### config.mk
export PLATFORM = sky130hd
export DESIGN_NAME = tflaf_mse_monitor
export DESIGN_NICKNAME = d
export VERILOG_FILES = /design/src/rtl/tflaf_mse_monitor.sv
export SDC_FILE = /design/constraint.sdc
export NUM_CORES = 1
export LEC_CHECK = 0
export BUFFER_PORTS_ARGS = -buffer_cell sky130_fd_sc_hd__buf_2
export CORE_ASPECT_RATIO = 1.75
export CORE_MARGIN = 1.5
export CORE_UTILIZATION = 40
export DETAILED_ROUTE_END_ITERATION = 8
export PLACE_DENSITY_LB_ADDON = 0.08
export SYNTH_ARGS = -nofsm -noshare
export SYNTH_HDL_FRONTEND = slang
export SYNTH_SLANG_ARGS = --single-unit
### constraint.sdc
create_clock -name clk -period 3.9 [get_ports clk]
set_clock_uncertainty 0.2 [all_clocks]
set_input_delay 0.195 -clock clk [delete_from_list [all_inputs] [get_ports clk]]
set_output_delay 0.195 -clock clk [all_outputs]
set_load 0.05 [all_outputs]
### src/rtl/tflaf_mse_monitor.sv
// tflaf_mse_monitor: block-averaged mean-square error of the adaptive filter
// error stream. Drops the first RET valid samples of each trial, squares and
// accumulates 2^LOG_BLK samples per block, emits one saturated MSE word per
// block and raises a sticky flag once CONV_BLKS consecutive blocks fall below
// THRESH.
module tflaf_mse_monitor #(
  parameter int               WIDTH     = 16,
  parameter int               QP        = 12,
  parameter int               LOG_BLK   = 8,
  parameter int               RET       = 5,
  parameter logic [WIDTH-1:0] THRESH    = 16'h0010,
  parameter int               CONV_BLKS = 4
) (
  input  logic             clk,
  input  logic             reset,
  input  logic             start,
  input  logic [WIDTH-1:0] err_in,
  input  logic             err_valid,
  output logic [WIDTH-1:0] mse_out,
  output logic             mse_valid,
  output logic [15:0]      blk_count,
  output logic             converged,
  output logic             busy
);

  localparam int SQ_W    = 2 * WIDTH;
  localparam int ACC_W   = 2 * WIDTH + LOG_BLK;
  localparam int SHIFT   = LOG_BLK + QP;
  localparam int SKIP_W  = (RET > 0) ? $clog2(RET + 1) : 1;
  localparam int BELOW_W = $clog2(CONV_BLKS + 1);

  localparam logic [ACC_W-1:0]   MSE_MAX   = {{(ACC_W-WIDTH+1){1'b0}}, {(WIDTH-1){1'b1}}};
  localparam logic [SKIP_W-1:0]  SKIP_LOAD = SKIP_W'(RET);
  localparam logic [BELOW_W-1:0] BELOW_SAT = BELOW_W'(CONV_BLKS);

  typedef enum logic [1:0] {
    S_IDLE,
    S_SKIP,
    S_RUN
  } state_t;

  // With no retiming latency to cover, a trial goes straight to accumulation.
  localparam state_t START_STATE = (RET == 0) ? S_RUN : S_SKIP;

  // Signed x signed square; the result is never negative, so it is kept
  // as an unsigned 2*WIDTH-bit value with 2*QP fractional bits.
  function automatic logic [SQ_W-1:0] square(input logic [WIDTH-1:0] x);
    logic signed [SQ_W-1:0] xs;
    xs = SQ_W'($signed(x));
    return $unsigned(xs * xs);
  endfunction

  // Divide the block sum by 2^LOG_BLK and drop the extra QP fraction bits
  // (floor), then clamp to the largest positive WIDTH-bit word.
  function automatic logic [WIDTH-1:0] sat_mse(input logic [ACC_W-1:0] total);
    logic [ACC_W-1:0] m;
    m = total >> SHIFT;
    if (m > MSE_MAX) begin
      return MSE_MAX[WIDTH-1:0];
    end else begin
      return m[WIDTH-1:0];
    end
  endfunction

  state_t               state_q,  state_d;
  logic [SKIP_W-1:0]    skip_q,   skip_d;
  logic [LOG_BLK-1:0]   cnt_q,    cnt_d;
  logic [SQ_W-1:0]      sq_p1_q,  sq_p1_d;
  logic                 vld_p1_q, vld_p1_d;
  logic                 last_p1_q, last_p1_d;
  logic [ACC_W-1:0]     acc_q,    acc_d;
  logic [WIDTH-1:0]     mse_q,    mse_d;
  logic                 mse_vld_q, mse_vld_d;
  logic [15:0]          blk_q,    blk_d;
  logic [BELOW_W-1:0]   below_q,  below_d;
  logic                 conv_q,   conv_d;
  logic                 busy_q,   busy_d;

  logic [ACC_W-1:0]     blk_sum;
  logic [WIDTH-1:0]     mse_new;
  logic [BELOW_W-1:0]   below_next;
  logic                 take;

  // Next-state: trial FSM, square stage (p1), accumulate/emit stage, convergence.
  always_comb begin
    state_d    = state_q;
    skip_d     = skip_q;
    cnt_d      = cnt_q;
    sq_p1_d    = sq_p1_q;
    vld_p1_d   = 1'b0;
    last_p1_d  = 1'b0;
    acc_d      = acc_q;
    mse_d      = mse_q;
    mse_vld_d  = 1'b0;
    blk_d      = blk_q;
    below_d    = below_q;
    conv_d     = conv_q;
    take       = 1'b0;

    // The last square of a block is still in p1 when the block closes, so
    // the reported sum includes it directly.
    blk_sum    = acc_q + ACC_W'(sq_p1_q);
    mse_new    = sat_mse(blk_sum);
    below_next = (mse_new < THRESH) ?
                 ((below_q == BELOW_SAT) ? below_q : below_q + 1'b1) : '0;

    if (start) begin
      // A new trial wipes block progress; mse_out keeps its last value and
      // any block finishing on this edge is dropped.
      state_d = START_STATE;
      skip_d  = SKIP_LOAD;
      cnt_d   = '0;
      sq_p1_d = '0;
      acc_d   = '0;
      blk_d   = '0;
      below_d = '0;
      conv_d  = 1'b0;
    end else begin
      // Stage 2: fold p1 into the accumulator, or close the block.
      if (vld_p1_q) begin
        if (last_p1_q) begin
          mse_d     = mse_new;
          mse_vld_d = 1'b1;
          acc_d     = '0;
          below_d   = below_next;
          conv_d    = conv_q | (below_next == BELOW_SAT);
          if (blk_q != 16'hFFFF) begin
            blk_d = blk_q + 16'd1;
          end
        end else begin
          acc_d = blk_sum;
        end
      end

      case (state_q)
        S_SKIP: begin
          if (err_valid) begin
            skip_d = skip_q - 1'b1;
            if (skip_q == SKIP_W'(1)) begin
              state_d = S_RUN;
            end
          end
        end
        S_RUN:   take = err_valid;
        default: take = 1'b0;
      endcase

      // Stage 1: square the accepted sample and tag the block's final one.
      if (take) begin
        sq_p1_d   = square(err_in);
        vld_p1_d  = 1'b1;
        last_p1_d = &cnt_q;
        cnt_d     = cnt_q + 1'b1;
      end
    end

    busy_d = (state_d != S_IDLE);
  end

  // State and pipeline registers, all cleared by the asynchronous reset.
  always_ff @(posedge clk or negedge reset) begin
    if (!reset) begin
      state_q   <= S_IDLE;
      skip_q    <= '0;
      cnt_q     <= '0;
      sq_p1_q   <= '0;
      vld_p1_q  <= 1'b0;
      last_p1_q <= 1'b0;
      acc_q     <= '0;
      mse_q     <= '0;
      mse_vld_q <= 1'b0;
      blk_q     <= '0;
      below_q   <= '0;
      conv_q    <= 1'b0;
      busy_q    <= 1'b0;
    end else begin
      state_q   <= state_d;
      skip_q    <= skip_d;
      cnt_q     <= cnt_d;
      sq_p1_q   <= sq_p1_d;
      vld_p1_q  <= vld_p1_d;
      last_p1_q <= last_p1_d;
      acc_q     <= acc_d;
      mse_q     <= mse_d;
      mse_vld_q <= mse_vld_d;
      blk_q     <= blk_d;
      below_q   <= below_d;
      conv_q    <= conv_d;
      busy_q    <= busy_d;
    end
  end

  assign mse_out   = mse_q;
  assign mse_valid = mse_vld_q;
  assign blk_count = blk_q;
  assign converged = conv_q;
  assign busy      = busy_q;

endmodule

==> results of run 1 <==
logic make-up after synthesis:
logic type	share of synthesized area, %
simple gates	15.7
buf+inv	9.35
fa+ha+maj	39.0
compound gates	12.6
flops	19.1
xor+xnor	4.20
mux	0.185
final timing paths:
path / from / end / slack (ns) / depth (start not counted)
worst max-delay path: err_in[14] / sq_p1_q[29] / -1.70 / 24
min in group asynchronous: reset / acc_q[6] / 0.09 / 2
worst max register to register: sq_p1_q[15] / below_q[2] / 0.17 / 11
max in group asynchronous: reset / cnt_q[2] / 2.66 / 3
worst min-delay path: err_in[1] / sq_p1_q[2] / 0.03 / 4
worst min register to register: acc_q[15] / acc_q[15] / 0.29 / 2
worst max-delay path, cell delays in order:
cell and delay (ns):
buf_8 0.08, clkinvlp_4 0.17, buf_6 0.18, nor2_4 0.13, fa_1 0.44, inv_2 0.07
fa_1 0.43, fa_1 0.56, inv_2 0.04, fa_1 0.47, fa_1 0.52, inv_1 0.05
fa_1 0.49, inv_2 0.04, ha_4 0.25, and4_1 0.20, and2_4 0.16, and3_4 0.22
o211ai_1 0.19, a21boi_2 0.32, o31ai_4 0.09, a21oi_2 0.17, nand3b_1 0.14, a21oi_2 0.06
final cells by class:
cell class,count,area [sq um]
fill,3815,19400
multi-input combinational,1303,12500
sequential,124,3100
timing repair buffer,310,2590
inverter,335,1280
tap,495,619
clock buffer,20,457
clock inverter,11,134
metrics by stage:
step	instances	instance area [sq um]	TNS, ns
after floorplan	1829	16700	-35.33
after global placement	2522	18800	-48.16
after detailed placement	2522	18800	-48.97
after CTS	2585	20300	-32.99
after global routing	2598	20700	-38.07
final	2598	20700	-32.89
state kept, by name (all words and copies together), names as in the netlist:
name       count
cnt_q          8
sq_p1_q       31
skip_q         3
acc_q         40
state_q        2
last_p1_q      1
mse_out       16
busy           1
mse_valid      1
converged      1
below_q        3
blk_count     16
vld_p1_q       1
layer usage:
metal	wire length, um	vias to the layer above	share of wire [%]	track usage (%)
met2	24000	159	57	41.8
met3	526	86	1.3	1.59
li1	-	6414	-	-
met4	1540	0	3.7	9.07
met1	16000	6527	38	22.3
met5	0	-	0	0
timing repair:
action                                 4_1_cts  5_1_grt
setup endpoints to repair                   25       41
cloned                                       1        1
buffers inserted                            35       13
hold buffers                                 3        0
pin swaps                                   58       81
endpoints found under the hold margin       71        0
gates resized for setup                    156       80
synthesized netlist by cell type (5+ instances only):
library cell,instances
a21oi_1,118
a21o_1,25
or3_1,13
nor3_1,28
nand4_1,18
nand2_1,208
a31oi_1,8
o22ai_1,6
or2_2,6
ha_1,124
nor4_1,5
xor2_1,26
buf_2,8
and3_1,8
inv_1,334
o211ai_1,8
and2_1,47
and4_1,8
xnor2_1,52
o21ai_0,76
nand3_1,30
a22o_1,7
nor2_1,119
o21a_1,12
dfrtp_1,124
fa_1,239
clkbuf_1,55
nand2b_1,12
a21boi_0,5
o31ai_1,9
nand3b_1,8
==> flow_summary.toml, run 1 <==
[flow_run]
cap_violations = 0

[synthesis]
synth_cells = 1829
syn_area_per_cell_sq_um = 8.89
synth_area_sq_mm = 0.0163
ys_warn_count = 0
synthesis.nets = 2212
synth-edff-count = 0
ys_seq_elements = 124
synth.area.top_cells = "fa_1 (29%), dfrtp_1 (19%), ha_1 (9.5%)"
synth.largest_area_cell = "fa_1"
synth_cell_type_count = 72
synth_top_area_share_pct = 29.4
synthFlopType = "dfrtp_1"
synthArstFlopShare_pct = 100
seq_area_frac_synth_pct = 19.1

[final_layout]
final_nets = 2474
area_growth_pct = 27.1
mostFrequentLayoutCell = "inv_1"
postLayoutCoreUtil_pct = 51.6
antenna_cells = 0
layout_common_cells = "inv_1 (298), fa_1 (224), buf_4 (214), nand2_1 (183), dfrtp_1 (124)"
drive_above_1_share_pct = 25.2

[critical_path]
worst_setup_path_end_kind = "register"
worstPathArrival_ns = 5.69
crit_type = "input pin to register"
critPathLaunchType = "input pin"
critPathMaxFanout = 4
critPathRequiredTime_ns = 4.00

[clocking]
clk_path_buf_depth = 2
h-tree-depth = 4
cts_root_buf = "clkbuf_16"
clkTransAtPathRegs_ns = 0.06
cts_buffers = 17
cts_sinks = 124
clock_latency_ns = 0.43
cts_tree = "done"

[detailed_routing]
vias_per_cell = 5.08
first_pass_iters = 4
drt_iter0_markers = 385
drc = 0
detail-route-antenna-nets = 0
vias = 13200
finalWirelength_mm = 42.0
routedWlPerCell_um = 16.2

[global_routing]
antenna_found_initial = 0
grt_pass1_vias = 14600
globalRouteOverflowTotal = 0
grt_usage_pct = 21.1
grt_pass1_wl_mm = 70.7
grt_max_degree = 68

[sta]
holdWs_ns = 0.0320
hold_viol = 0
finalCriticalPeriod_ns = 5.60
max_freq_mhz = 179
relSlewSlack_pct = 43.9
finalCritPeriodShare_pct = 143
setup_viol = 25
worstMarginPinSlew_ns = 0.840
drv_slew = 0
setup_slack_ns = -1.70
rsz0062_at_grt = "true"

[worst_hold_path]
hold_path.class = "input pin to register"

[floorplanning]
num_rows = 97
dieArea_sq_mm = 0.0419
io_pins = 55
die_h_um = 270
die_x_um = 155
start_util_pct = 40.6
core_area_sq_mm = 0.0401

[place]
io_buffers = 54
hpwl_mm = 35.1
gp_congestion = 0.906
place_ws_ns = -2.44

[outcome]
outcome = "finished, violations left"
violations = "negative setup slack"
Power of run 1 is not shown: default switching activity piles up to over one toggle a cycle in this logic, so the estimate is an artifact.
==> run 2, diff against run 1 <==
--- a/config.mk
+++ b/config.mk
@@ -5,6 +5,7 @@
 export SDC_FILE = /design/constraint.sdc
 export NUM_CORES = 1
 export LEC_CHECK = 0
+export ABC_AREA = 1
 export BUFFER_PORTS_ARGS = -buffer_cell sky130_fd_sc_hd__buf_2
 export CORE_ASPECT_RATIO = 1.75
 export CORE_MARGIN = 1.5
==> constraint.sdc (replaced) <==
create_clock -name clk -period 6.3 [get_ports clk]
set_clock_uncertainty 0.2 [all_clocks]
set_input_delay 0.315 -clock clk [delete_from_list [all_inputs] [get_ports clk]]
set_output_delay 0.315 -clock clk [all_outputs]
set_load 0.05 [all_outputs]
==> run 2 against run 1 <==
Effect of this change: the flow now finishes without violations; highest routed layer unchanged; flip-flop and latch count stayed put; critical path type unchanged; global-route usage increased by 0.60 points; wire length increased by 7.4%.
==> flow_summary.toml, run 2 <==
[global_routing]
use_met3_pct = 1.53
gr-usage-met2_pct = 44.8
use_met1_pct = 21.9
grt.busiest_layer = "met2"
grt_usage_pct = 21.7
grt_max_degree = 69
antenna_found_initial = 0
grt_pass1_vias = 15000
grt_pass1_wl_mm = 74.7
globalRouteOverflowTotal = 0

[place]
io_buffers = 54
dp.cells = 2842
place_ws_ns = -0.0918
hpwl_mm = 38.9
gp_congestion = 0.921
placed_area_sq_mm = 0.0183

[final_layout]
multiInputGateArea_sq_mm = 0.0116
mostFrequentLayoutCell = "inv_1"
reg.largest.list = "acc_q: 40 flops, sq_p1_q: 31 flops"
layout_common_cells = "inv_1 (562), nand2_1 (511), fa_1 (237), nor2_1 (126)"
fin_cells = 2875
final_nets = 2690
fin_area_sq_mm = 0.0189
top_register = "acc_q"
antenna_cells = 0
area_growth_pct = 11.5
drive_above_1_share_pct = 10.1
largest_reg_flops = 40
fillerInstances = 4309
ff_latch_area_sq_mm = 0.00310

[floorplanning]
io_pins = 55
core_area_sq_mm = 0.0417
start_util_pct = 40.7
dieArea_sq_mm = 0.0438
num_rows = 99
die_h_um = 276
die_x_um = 159

[clocking]
cts_resized = 0
h-tree-depth = 4
cts_buffers = 17
cts_tree = "done"
clk_path_buf_depth = 2
clkTransAtPathRegs_ns = 0.06
clock_latency_ns = 0.44
cts_sinks = 124
cts_root_buf = "clkbuf_16"

[sta]
drv_slew = 0
setup_viol = 0
relSlewSlack_pct = 49.6
hold_viol = 0
max_freq_mhz = 168
finalCritPeriodShare_pct = 94.5
setup_slack_ns = 0.346
finalCriticalPeriod_ns = 5.95
worstMarginPinSlew_ns = 0.755
rsz0062_at_grt = "false"

[critical_path]
worstRegToRegCells = 15
r2r-start = "acc_q[13]"
critPathRequiredTime_ns = 6.48
critPathMaxFanout = 13
worstPathArrival_ns = 6.13
r2r_end = "mse_out[0]"
r2r_slack_ns = 2.80
worst_setup_path_end_kind = "register"
crit_type = "input pin to register"
critPathLaunchType = "input pin"

[synthesis]
synth.largest_area_cell = "fa_1"
synth_area_sq_mm = 0.0170
synthFlopType = "dfrtp_1"
synth_cell_type_count = 51
synth.area.top_cells = "fa_1 (28%), dfrtp_1 (18%), inv_1 (12%)"
synth_cells = 2208
synthesis.nets = 2591
synth_top_area_share_pct = 28.2
syn_area_per_cell_sq_um = 7.69
synthArstFlopShare_pct = 100
ys_seq_elements = 124
synth-edff-count = 0
ys_warn_count = 0
synthMostInstantiatedCell = "inv_1"
seq_area_frac_synth_pct = 18.3
synthTopCellsByCount = "inv_1 (562), nand2_1 (511), fa_1 (239), nor2_1 (127)"

[detailed_routing]
finalWirelength_mm = 45.1
first_pass_iters = 5
drt_iter0_markers = 447
vias_per_cell = 4.80
vias = 13800
drc = 0
routedWlPerCell_um = 15.7
detail-route-antenna-nets = 0

[worst_hold_path]
min_path_cells = 5
min_to = "cnt_q[3]"
hold_path.class = "input pin to register"
hold_path_startpoint = "err_valid"

[outcome]
outcome = "finished clean"

[flow_run]
cap_violations = 0
-- run 2: worst max-delay path by stage --
stage | cells after the start | endpoint | start | slack (ns)
floorplan | 25 | sq_p1_q[28] | err_in[1] | 0.009
global placement | 26 | sq_p1_q[28] | err_in[9] | -0.06
detailed placement | 26 | sq_p1_q[28] | err_in[9] | -0.09
CTS | 26 | sq_p1_q[28] | err_in[9] | 0.35
global route | 25 | sq_p1_q[28] | err_in[15] | 0.004
finish | 26 | sq_p1_q[28] | err_in[10] | 0.35
-- run 2: cells by family (layout without fill, tap and decap cells) --
family | Yosys count | in the layout | synth area share (%)
flip-flops | 124 | 124 | 18.3
AO/OA/AOI/OAI | 243 | 243 | 8.30
AND/OR/NAND/NOR | 821 | 821 | 20.4
XOR/XNOR | 39 | 39 | 2.01
buffers and inverters | 618 | 730 | 13.8
adder cells (fa/ha/maj) | 363 | 363 | 37.3
-- run 2: per-stage QoR --
step	util, %	hold WS, ns	setup TNS [ns]
finish	45.4	0.129	0
global route	45.4	0.192	0
CTS	45.4	0.118	0
detailed placement	43.9	0.171	-0.282
global placement	43.9	0.174	-0.0836
floorplan	-	-0.181	0
-- run 2: area by class of cell --
class	count	area share, %
clock buffer	22	2.56
clock inverter	10	0.601
inverter	568	11.3
multi-input combinational	1466	61.0
sequential	124	16.4
tap	555	3.67
timing repair buffer	130	4.49
-- run 2: critical path, cell delays in order --
cell      delay [ns]
buf_2           0.31
nand2_1         0.17
fa_1            0.56
inv_1           0.06
fa_1            0.52
inv_1           0.05
fa_1            0.51
inv_1           0.06
fa_1            0.47
inv_1           0.06
fa_1            0.52
inv_1           0.05
fa_1            0.47
ha_1            0.33
nand2_1         0.07
inv_1           0.08
nand3_1         0.11
nor3_1          0.36
nand2_1         0.09
o211ai_1        0.37
nand3_1         0.12
nand2_1         0.12
a21o_1          0.13
or2_2           0.10
nand3_1         0.06
nand2_1         0.06
-- run 2: routing by layer --
layer | part of all wire (%) | vias to the layer above
li1 | - | 6836
met1 | 37 | 6698
met2 | 57 | 194
met3 | 1.7 | 85
met4 | 4.1 | 0
met5 | 0 | -
-- run 2: repair_timing --
item | in CTS | in global routing
buffers inserted | 0 | 0
endpoints found under the hold margin | 67 | 0
hold buffers | 1 | 0
Power of run 2 is left out for the same reason.
